<file path="src/rtl/demux4_buf.sv">
// demux4_buf: steers one producer word to one of four consumer channels.
// Each channel owns a single-entry holding register with valid/ready
// handshaking, so a stalled consumer only blocks words addressed to it.
//
// Ports:
//   clk        system clock, rising edge
//   reset      asynchronous, active-high reset
//   d          input data word
//   s          destination channel select (0..3)
//   valid_in   producer has a word on d/s this cycle
//   ready_in   channel s can take a word this cycle
//   y0..y3     channel data, straight from the holding registers
//   valid_out  bit i set while channel i holds a word
//   ready_out  bit i set when consumer i takes y_i this cycle
//   busy       any channel holds a word
module demux4_buf #(
  parameter int WIDTH = 8
) (
  input  logic             clk,
  input  logic             reset,
  input  logic [WIDTH-1:0] d,
  input  logic [1:0]       s,
  input  logic             valid_in,
  output logic             ready_in,
  output logic [WIDTH-1:0] y0,
  output logic [WIDTH-1:0] y1,
  output logic [WIDTH-1:0] y2,
  output logic [WIDTH-1:0] y3,
  output logic [3:0]       valid_out,
  input  logic [3:0]       ready_out,
  output logic             busy
);

  logic [3:0]       full;
  logic [WIDTH-1:0] data [4];
  logic             acc;

  // A full channel can still accept when its consumer drains in the same
  // cycle, which gives back-to-back transfers without a bubble.
  assign ready_in = ~full[s] | ready_out[s];
  assign acc      = valid_in & ready_in;

  always_ff @(posedge clk or posedge reset) begin
    if (reset) begin
      full <= 4'b0000;
      for (int i = 0; i < 4; i++) begin
        data[i] <= '0;
      end
    end else begin
      for (int i = 0; i < 4; i++) begin
        if (acc && (s == 2'(i))) begin
          data[i] <= d;
          full[i] <= 1'b1;
        end else if (full[i] && ready_out[i]) begin
          full[i] <= 1'b0;
        end
      end
    end
  end

  assign valid_out = full;
  assign busy      = |full;
  assign y0        = data[0];
  assign y1        = data[1];
  assign y2        = data[2];
  assign y3        = data[3];

endmodule

</file>
<file path="config.mk">
export PLATFORM = sky130hd
export DESIGN_NAME = demux4_buf
export DESIGN_NICKNAME = d
export VERILOG_FILES = /design/src/rtl/demux4_buf.sv
export SDC_FILE = /design/constraint.sdc
export NUM_CORES = 1
export LEC_CHECK = 0
export BUFFER_PORTS_ARGS = -buffer_cell sky130_fd_sc_hd__buf_2
export CORE_MARGIN = 2
export CORE_UTILIZATION = 35
export DETAILED_ROUTE_END_ITERATION = 6
export GPL_ROUTABILITY_DRIVEN = 0
export GPL_TIMING_DRIVEN = 0
export PLACE_DENSITY = 0.65
export SYNTH_ARGS = -nofsm -noshare
export SYNTH_HDL_FRONTEND = slang
export SYNTH_SLANG_ARGS = --single-unit
</file>
<file path="constraint.sdc">
create_clock -name clk -period 3.75 [get_ports clk]
set_clock_uncertainty 0.2 [all_clocks]
set_input_delay 0 -clock clk [delete_from_list [all_inputs] [get_ports clk]]
set_output_delay 0 -clock clk [all_outputs]
set_load 0.03 [all_outputs]
</file>
==> metrics.md <==
| Metric | Value |
|---|---|
| Drt wl/cell | 14.87 um |
| Relative slew slack | 51.21% |
| Detailed router's first-iteration violation count | 52 |
| H-Tree Depth | 2 |
| Gr usage total | 15.92% |
| Leakage power | 0.9670 nW |
| Synth Area in Simple Gates | 7.467% |
| Die width | 67.42 um |
| # hold bufs at CTS | 18 |
| Register area share after synthesis | 64.00% |
| R2R setup slack | 1.99 ns |
| Reg2reg end | y1[7] |
| Compound-Gate Fraction of Synth Area | 0.3556% |
| Clock buffer depth | 2 |
| Core Util, Final | 50.87% |
| Post-route minimum period | 1.763 ns |
| Clock latency on the worst-skew pair | 0.28 ns |
| CTS tree | built |
| Synthesized cell area | 1408 sq um |
| Die height | 67.42 um |
| Core area | 3943 sq um |
| # DRC | 0 |
| Hpwl dp | 2.211 mm |
| Antenna violations before repair | 0 |
| Unrepaired setup endpoints after global routing | false |
| Dpl ws | 1.978 ns |
| Hold crit path type | in -> async |
| FF-to-FF Start | valid_out[1] |
| CTS Buf Count | 5 |
| Critical path's slowest cell | nor3b_4 |
| CP Class | reg -> reg |
| Pwr dens | 569.7 nW/um^2 |
| CP Max Fanout | 8 |
| TNS Setup | 0 ns |
| Routed Wire Length | 3.256 mm |
| Die ar. | 4545 sq um |
| Largest family of logic cells by synthesized area | multiplexers |
| Max stage delay on crit path | 0.52 ns |
| Endpoint class of the critical path | register |
| Worst path top cell family by delay | simple AND/OR/NAND/NOR gates |
| Final setup violation count | 0 |
| Syn Area/Cell | 15.82 sq um |
| First-pass GRT wire length | 5.037 mm |
| Synth Register Bits | 36 |
| Area growth from synthesis to layout | 42.49% |
| Vias in the first global route | 1040 |
| Final worst-path cycle share | 47.00% |
| Worst path depth | 3 |
| Cells on worst reg2reg path | 3 |
| Status | finished clean |
| Yosys Warn Count | 0 |
| Crit-path cells | nand2b_1 -> nor3b_4 -> mux2_2 |
| FMAX | 567.4 MHz |
| Synth cell types | 14 |
| GRT overflow | 0 |
| CTS Sinks | 36 |
| Post-layout net count | 185 |
| Largest net degree at the start of global routing | 37 |
| Initial Util | 35.70% |
| Pins Over Slew Limit | 0 |
| CTS clock-pin slew for the worst setup and hold paths | 0.07 ns |
| Cell row count | 23 |
| Crit path capture | y1[7] |
| Slew @ Worst Pin | 0.7308 ns |
| Post-CTS setup buffer count | 0 |
| WP data required | 3.72 ns |
| DR vias | 997 |
| Worst Setup SP | valid_out[1] |
| Post-Synth Adder-Cell Area | 0% |
| Final setup margin | 1.987 ns |
| CTS resizes | 0 |
| Startpoint Class | register |
| Hold Violations, Final | 0 |
| Mapped Cells | 89 |
| Share of cells above drive strength 1 | 57.99% |
| CTS root buffer | clkbuf_8 |
| Max-cap violations | 0 |
| Crit path buf inv count | 0 |
| Syn nets | 106 |
| Maximum vdd drop | 0.3106 mV |
| Detail Route Antenna Nets | 0 |
| Mux share of post-synthesis cell area | 27.20% |
| ANT cells | 0 |
| Drt first pass iters | 4 |
| Via-to-Cell Ratio | 4.553 |
| PortBufs | 54 |
| Io pins | 55 |
| Synth Area in XOR/XNOR | 0% |
| WP data arrival | 1.73 ns |
## flip-flops by register name (all words and copies together) (netlist names)
signal     cells
y0             8
y3             8
valid_out      4
y2             8
y1             8
## routing by layer
metal  up-vias  global-route usage, %  wire, um
met4         0                  6.888        59
met1       489                  18.44      1360
met3         5                  5.667       191
met5         -                      0         0
met2        33                  26.61      1644
li1        470                      -         -
## kinds of logic (layout without fill, tap and decap cells)
logic type	Yosys count	in the layout
AO/OA/AOI/OAI	1	1
buffers and inverters	3	83
flip-flops	36	36
multiplexers	33	33
AND/OR/NAND/NOR	16	16
## worst reg2reg max path, stage by stage, from the launching register on
cell and delay, ns:
dfrtp_1 0.39, nand2b_1 0.14, nor3b_4 0.52, mux2_2 0.41
## how the worst min path moves through the flow
stage	start	end	slack [ns]	cells after the start
6_report	reset	y3[0]	0.18	3
5_1_grt	reset	y3[0]	0.25	3
4_1_cts	y0[3]	y0[3]	0.30	1
3_5_place_dp	d[2]	y2[2]	0.08	2
3_3_place_gp	d[1]	y0[1]	0.07	2
2_1_floorplan	s[1]	valid_out[1]	-0.09	1
## synthesized netlist by cell type, drive strengths merged
| library cell | instances | share of area, % |
|---|---|---|
| and3 | 1 | 0.44 |
| buf | 2 | 0.71 |
| dfrtp | 36 | 64 |
| inv | 1 | 0.27 |
| mux2 | 32 | 26 |
| mux4 | 1 | 1.6 |
| nand2 | 5 | 1.3 |
| nand2b | 4 | 1.8 |
| nand3 | 1 | 0.36 |
| nand3b | 1 | 0.80 |
| nor2b | 2 | 0.89 |
| nor3b | 1 | 1.3 |
| o21ai | 1 | 0.36 |
| or4 | 1 | 0.53 |
## where the power goes
part	total [mW]	leakage, nW	internal, mW	switching, mW
clock network	0.267	0.0424	0.133	0.135
registers	0.501	0.431	0.464	0.0367
logic	0.374	0.493	0.134	0.240
## per-stage QoR
step	power, mW	cells	hold WS (ns)	instance area [sq um]
2_1_floorplan	0.7546	89	-0.09046	1408
3_3_place_gp	0.8614	193	0.06980	1740
3_5_place_dp	0.8726	193	0.08212	1740
4_1_cts	1.155	219	0.3039	2006
5_1_grt	1.202	219	0.2479	2006
6_report	1.143	219	0.1806	2006
## cell type report
| type | instances | area (sq um) |
|---|---|---|
| clock inverters | 1 | 8.758 |
| fillers | 347 | 1937 |
| well taps | 50 | 62.56 |
| repair buffers | 72 | 450.4 |
| clock buffers | 7 | 76.32 |
| plain buffers | 2 | 10.01 |
| flip-flops and latches | 36 | 900.9 |
| multi-input cells | 50 | 493.0 |
| inverters | 1 | 3.754 |
## placed cells by master, fill, tap and decap left out
cell           synthesis  layout
and3_1                 1       1
inv_2                  0       1
clkbuf_8               0       5
nand2b_1               4       4
nand3b_2               1       1
nor3b_4                1       1
buf_2                  2      56
nand2_1                5       5
dlygate4sd3_1          0      18
mux4_2                 1       1
or4_1                  1       1
nor2b_1                2       2
o21ai_0                1       1
clkinv_4               0       1
nand3_1                1       1
mux2_2                32      32
clkbuf_1               0       2
dfrtp_1               36      36
Power figures use the tool's default switching activity.
